[config.mk]
export PLATFORM = sky130hd
export DESIGN_NAME = alu_share_arbiter
export DESIGN_NICKNAME = d
export VERILOG_FILES = /design/src/rtl/alu_share_arbiter.sv
export SDC_FILE = /design/constraint.sdc
export NUM_CORES = 1
export LEC_CHECK = 0
export CORE_MARGIN = 2
export CORE_UTILIZATION = 35
export DETAILED_ROUTE_END_ITERATION = 6
export PLACE_DENSITY = 0.78
export SYNTH_ARGS = -nofsm -noshare
export SYNTH_HDL_FRONTEND = slang
export SYNTH_SLANG_ARGS = --single-unit
[constraint.sdc]
create_clock -name clk -period 2.44 [get_ports clk]
set_input_delay 0.732 -clock clk [delete_from_list [all_inputs] [get_ports clk]]
set_output_delay 0.732 -clock clk [all_outputs]
set_load 0.02 [all_outputs]
[src/rtl/alu_share_arbiter.sv]
// alu_share_arbiter: shares one structural ALU between two requesters.
// A round-robin arbiter grants one requester in IDLE, latches its operands
// and op select onto the ALU inputs, holds them for SETTLE_CYCLES edges so
// the ripple paths resolve, captures the result, and returns it over a
// valid/ready handshake to the owner only.
//
// Ports:
//   clk, rst_n                      clock, synchronous active-low reset
//   req{0,1}_valid/ready/a/b/op     request channels (ready is combinational)
//   resp{0,1}_valid/ready/data      response channels
//   alu_a, alu_b, alu_op            registered ALU inputs
//   alu_result                      combinational ALU output
//   busy                            high whenever the FSM is not idle
module alu_share_arbiter #(
    parameter int unsigned WIDTH         = 32,
    parameter int unsigned OPW           = 3,
    parameter int unsigned SETTLE_CYCLES = 2
) (
    input  logic             clk,
    input  logic             rst_n,

    input  logic             req0_valid,
    output logic             req0_ready,
    input  logic [WIDTH-1:0] req0_a,
    input  logic [WIDTH-1:0] req0_b,
    input  logic [OPW-1:0]   req0_op,
    output logic             resp0_valid,
    input  logic             resp0_ready,
    output logic [WIDTH-1:0] resp0_data,

    input  logic             req1_valid,
    output logic             req1_ready,
    input  logic [WIDTH-1:0] req1_a,
    input  logic [WIDTH-1:0] req1_b,
    input  logic [OPW-1:0]   req1_op,
    output logic             resp1_valid,
    input  logic             resp1_ready,
    output logic [WIDTH-1:0] resp1_data,

    output logic [WIDTH-1:0] alu_a,
    output logic [WIDTH-1:0] alu_b,
    output logic [OPW-1:0]   alu_op,
    input  logic [WIDTH-1:0] alu_result,

    output logic             busy
);

    localparam logic [1:0] ST_IDLE   = 2'd0;
    localparam logic [1:0] ST_SETTLE = 2'd1;
    localparam logic [1:0] ST_RESP   = 2'd2;

    localparam int unsigned    CNT_W    = 4;
    localparam logic [CNT_W-1:0] CNT_LAST = CNT_W'(SETTLE_CYCLES - 1);

    logic [1:0]       state_q, state_d;
    logic             ptr_q, ptr_d;
    logic             owner_q, owner_d;
    logic [CNT_W-1:0] cnt_q, cnt_d;
    logic [WIDTH-1:0] alu_a_q, alu_a_d;
    logic [WIDTH-1:0] alu_b_q, alu_b_d;
    logic [OPW-1:0]   alu_op_q, alu_op_d;
    logic             resp0_valid_q, resp0_valid_d;
    logic             resp1_valid_q, resp1_valid_d;
    logic [WIDTH-1:0] resp0_data_q, resp0_data_d;
    logic [WIDTH-1:0] resp1_data_q, resp1_data_d;

    logic             gnt0_c, gnt1_c;

    // Round-robin grant: pointed-to requester first, else the other one.
    always_comb begin
        gnt0_c = 1'b0;
        gnt1_c = 1'b0;
        if (state_q == ST_IDLE) begin
            if (ptr_q) begin
                gnt1_c = req1_valid;
                gnt0_c = req0_valid & ~req1_valid;
            end else begin
                gnt0_c = req0_valid;
                gnt1_c = req1_valid & ~req0_valid;
            end
        end
    end

    // Next-state and datapath update.
    always_comb begin
        state_d       = state_q;
        ptr_d         = ptr_q;
        owner_d       = owner_q;
        cnt_d         = cnt_q;
        alu_a_d       = alu_a_q;
        alu_b_d       = alu_b_q;
        alu_op_d      = alu_op_q;
        resp0_valid_d = resp0_valid_q;
        resp1_valid_d = resp1_valid_q;
        resp0_data_d  = resp0_data_q;
        resp1_data_d  = resp1_data_q;

        case (state_q)
            ST_IDLE: begin
                if (gnt0_c) begin
                    alu_a_d  = req0_a;
                    alu_b_d  = req0_b;
                    alu_op_d = req0_op;
                    owner_d  = 1'b0;
                    cnt_d    = '0;
                    state_d  = ST_SETTLE;
                end else if (gnt1_c) begin
                    alu_a_d  = req1_a;
                    alu_b_d  = req1_b;
                    alu_op_d = req1_op;
                    owner_d  = 1'b1;
                    cnt_d    = '0;
                    state_d  = ST_SETTLE;
                end
            end

            ST_SETTLE: begin
                cnt_d = cnt_q + CNT_W'(1);
                // Capture on the last settle edge; only the owner's slot changes.
                if (cnt_q == CNT_LAST) begin
                    if (owner_q) begin
                        resp1_data_d  = alu_result;
                        resp1_valid_d = 1'b1;
                    end else begin
                        resp0_data_d  = alu_result;
                        resp0_valid_d = 1'b1;
                    end
                    state_d = ST_RESP;
                end
            end

            ST_RESP: begin
                if (owner_q ? resp1_ready : resp0_ready) begin
                    resp0_valid_d = 1'b0;
                    resp1_valid_d = 1'b0;
                    ptr_d         = ~owner_q;
                    state_d       = ST_IDLE;
                end
            end

            default: begin
                state_d = ST_IDLE;
            end
        endcase
    end

    // State registers; reset discards any in-flight operation.
    always_ff @(posedge clk) begin
        if (!rst_n) begin
            state_q       <= ST_IDLE;
            ptr_q         <= 1'b0;
            owner_q       <= 1'b0;
            cnt_q         <= '0;
            alu_a_q       <= '0;
            alu_b_q       <= '0;
            alu_op_q      <= '0;
            resp0_valid_q <= 1'b0;
            resp1_valid_q <= 1'b0;
            resp0_data_q  <= '0;
            resp1_data_q  <= '0;
        end else begin
            state_q       <= state_d;
            ptr_q         <= ptr_d;
            owner_q       <= owner_d;
            cnt_q         <= cnt_d;
            alu_a_q       <= alu_a_d;
            alu_b_q       <= alu_b_d;
            alu_op_q      <= alu_op_d;
            resp0_valid_q <= resp0_valid_d;
            resp1_valid_q <= resp1_valid_d;
            resp0_data_q  <= resp0_data_d;
            resp1_data_q  <= resp1_data_d;
        end
    end

    assign req0_ready  = gnt0_c;
    assign req1_ready  = gnt1_c;
    assign resp0_valid = resp0_valid_q;
    assign resp1_valid = resp1_valid_q;
    assign resp0_data  = resp0_data_q;
    assign resp1_data  = resp1_data_q;
    assign alu_a       = alu_a_q;
    assign alu_b       = alu_b_q;
    assign alu_op      = alu_op_q;
    assign busy        = (state_q != ST_IDLE);

endmodule

==> flow_metrics.tcl <==
set metrics [dict create \
    status "complete, no violations" \
    dp.cells 1190 \
    cap_violations 0 \
    path_clk_slew_ps 60 \
    clock-root-buffer "clkbuf_16" \
    first_pass_iters 5 \
    netlist_area_um2 6610 \
    crit_type "primary input to output port" \
    worst_r2r_endpoint "alu_a[30]" \
    min-delay-path-class "register to register" \
    vias 6337 \
    cts_buffers 17 \
    r2r_cells 5 \
    synthFlopType "dfxtp_1" \
    synth_commonest_cells "dfxtp_1, nand2_1" \
    antenna_left 0 \
    p_sw_share_pct 29.9 \
    internal_power_uw 4850 \
    pwr-share-comb_pct 26.8 \
    cts_tree "built" \
    worstMarginPinSlew_ps 449 \
    portBuffers 307 \
    antenna_found_initial 2 \
    yosysUniqueCellTypes 33 \
    async_flop_share_pct 0 \
    period_needed_ps 2340 \
    clock_latency_ps 410 \
    drive_gt1_share_pct 7.47 \
    worstSetupStartpointType "primary input" \
    area_delta_synth_final_pct 61.2 \
    p_switching_uw 2060 \
    yosysSeqAreaShare_pct 42.7 \
    htreeDepth 4 \
    endpoint "req0_ready" \
    seq_power_share_pct 37.3 \
    rsz0062_at_grt "no" \
    grt_pass1_vias 6355 \
    synth_nets 874 \
    grt_first_pass_wirelength_um 32100 \
    cellLeakagePower_uw 0.00448 \
    crit_start "req0_valid" \
    ctsHoldBuffers 0 \
    power_frac_clock_pct 35.9 \
    wl_per_cell_um 16.6 \
    power_density_nw_per_um2 649 \
    postLayoutCellArea_um2 10700 \
    gp_congestion 0.777 \
    placed_cell_area_um2 10000 \
    drt_iter0_drc 235 \
    rows 50 \
    fp.dieH_um 141 \
    worstPathRequired_ps 1710 \
    postSynthCellCount 700 \
    via_per_inst 5.17 \
    die_area_um2 20000 \
    avgSynthCellArea_um2 9.44 \
    synth_area_leader_cell "dfxtp_1" \
    slew_violations 0 \
    endpoint_kind "output port" \
    relSlewSlack_pct 69.8 \
    core_um2 18600 \
    ys_top_cells_by_area "dfxtp_1, o311a_1, mux2i_1, a21boi_0, o21bai_1" \
    cts.sinks 141 \
    fill_cells 1670 \
    clock_skew_ps 7.77 \
    r2r_slack_ps 480 \
    route.detailed.drc 0 \
    pin_count 308 \
    start_util_pct 35.5 \
    ys_warn_count 0 \
    yosys.area.top_type_share_pct 42.7 \
    fmax_mhz 428 \
    grt_overflow 0 \
    arrival_ps 1610 \
    grt_start_max_net_pins 76 \
    fin_crit_sh_pct 95.9 \
    synth_enable_flop_cells 0 \
    reg2reg_from "state_q[1]" \
    finalNonFillerCells 1226 \
    path_max_fanout 3 \
    synth-seq-cells 141 \
    irDropWorstVdd_mv 0.499 \
    setup_viol 0 \
    synth_most_common_cell "dfxtp_1" \
    hpwl_um 13900 \
    hold_viol 0 \
    final_nets 1151 \
    routed_wl_um 20400 \
    die_w_um 141 \
    cts_buffer_depth 2 \
    grt_usage_pct 19.8 \
]
## per-stage QoR
step | hold WS (ps) | TNS (ps) | util, % | setup WS (ps) | total power (µW)
CTS | 457 | 0 | 57.1 | 30.5 | 7000
finish | 455 | 0 | 57.2 | 101 | 6910
floorplan | 477 | 0 | - | 80.2 | 3570
global route | 475 | 0 | 57.2 | 26.8 | 7250
global placement | 442 | -6520 | 53.7 | -634 | 4430
detailed placement | 447 | -7460 | 53.7 | -654 | 4450
## cell type report
class	count	area, µm²	share of cell area [%]
inverter	4	15.0	0.141
clock buffer	18	439	4.12
clock inverter	14	128	1.20
sequential	141	2820	26.5
timing repair buffer	336	3490	32.8
antenna	2	5.00	0.0470
tap	234	293	2.75
multi-input combinational	477	3460	32.5
## worst max-delay path, cell delays in order
cell           delay [ps]
dlygate4sd2_1         270
buf_6                 130
nor3b_4               180
and2_4                170
buf_6                 120
## power groups by stage
stage	clock, µW	sequential (µW)	combinational [µW]
finish	2480	2580	1850
global route	2660	2600	1990
global placement	0	2620	1800
CTS	2550	2580	1870
floorplan	0	2840	737
detailed placement	0	2630	1820
## routing by layer
metal  vias up  global-route usage [%]  wire, µm
li1       3114                       -         -
met1      2968                    23.3      8600
met2       231                    34.0      9660
met3        24                    7.02      1780
met4         0                    6.37       373
met5         -                       0         0
## worst min-delay path by stage
stage | start | end | slack (ps) | depth (start not counted)
after floorplan | cnt_q[2] | cnt_q[2] | 480 | 2
after global placement | resp0_data[0] | resp0_data[0] | 440 | 2
after detailed placement | resp0_data[6] | resp0_data[6] | 450 | 2
after CTS | resp0_data[27] | resp0_data[27] | 460 | 2
after global routing | resp1_data[0] | resp1_data[0] | 480 | 2
final | resp0_data[31] | resp0_data[31] | 450 | 2
## cells in the final DEF, fill, tap and decap left out, types with 2 or more instances in the layout
| master | n |
|---|---|
| a21boi_0 | 67 |
| a21oi_1 | 6 |
| and3_1 | 67 |
| buf_12 | 14 |
| buf_4 | 13 |
| buf_6 | 3 |
| clkbuf_16 | 17 |
| clkdlybuf4s50_1 | 301 |
| clkinv_4 | 2 |
| clkinvlp_4 | 4 |
| dfxtp_1 | 141 |
| diode_2 | 2 |
| dlygate4sd2_1 | 2 |
| ha_1 | 2 |
| inv_1 | 4 |
| inv_6 | 6 |
| mux2i_1 | 65 |
| nand2_1 | 96 |
| nand2b_1 | 3 |
| nand3_1 | 2 |
| nand3b_1 | 2 |
| nor2_1 | 3 |
| nor2b_1 | 5 |
| o21a_1 | 4 |
| o21ai_0 | 4 |
| o21bai_1 | 67 |
| o311a_1 | 67 |
| or2_2 | 3 |
## timing repair
item                                    CTS  global route
gates resized for setup                  16             1
endpoints found under the hold margin     0             0
endpoints found under the setup margin    3             1
gates cloned                              1             0
buffers inserted                          1             0
## kinds of logic after synthesis
kind of cell / synth area share [%]
DFF: 42.7
and+or+nand+nor: 14.5
buffers and inverters: 5.45
AOI/OAI and AO/OA: 27.1
muxes: 9.84
adders and majority gates: 0.378
## sequential cells by signal (all words and copies together), names as in the netlist
| name | count |
|---|---|
| resp1_valid | 1 |
| alu_op | 3 |
| cnt_q | 4 |
| resp1_data | 32 |
| alu_b | 32 |
| owner_q | 1 |
| resp0_valid | 1 |
| resp0_data | 32 |
| ptr_q | 1 |
| state_q | 2 |
| alu_a | 32 |
Note: power is estimated with default switching activity, not from simulation.
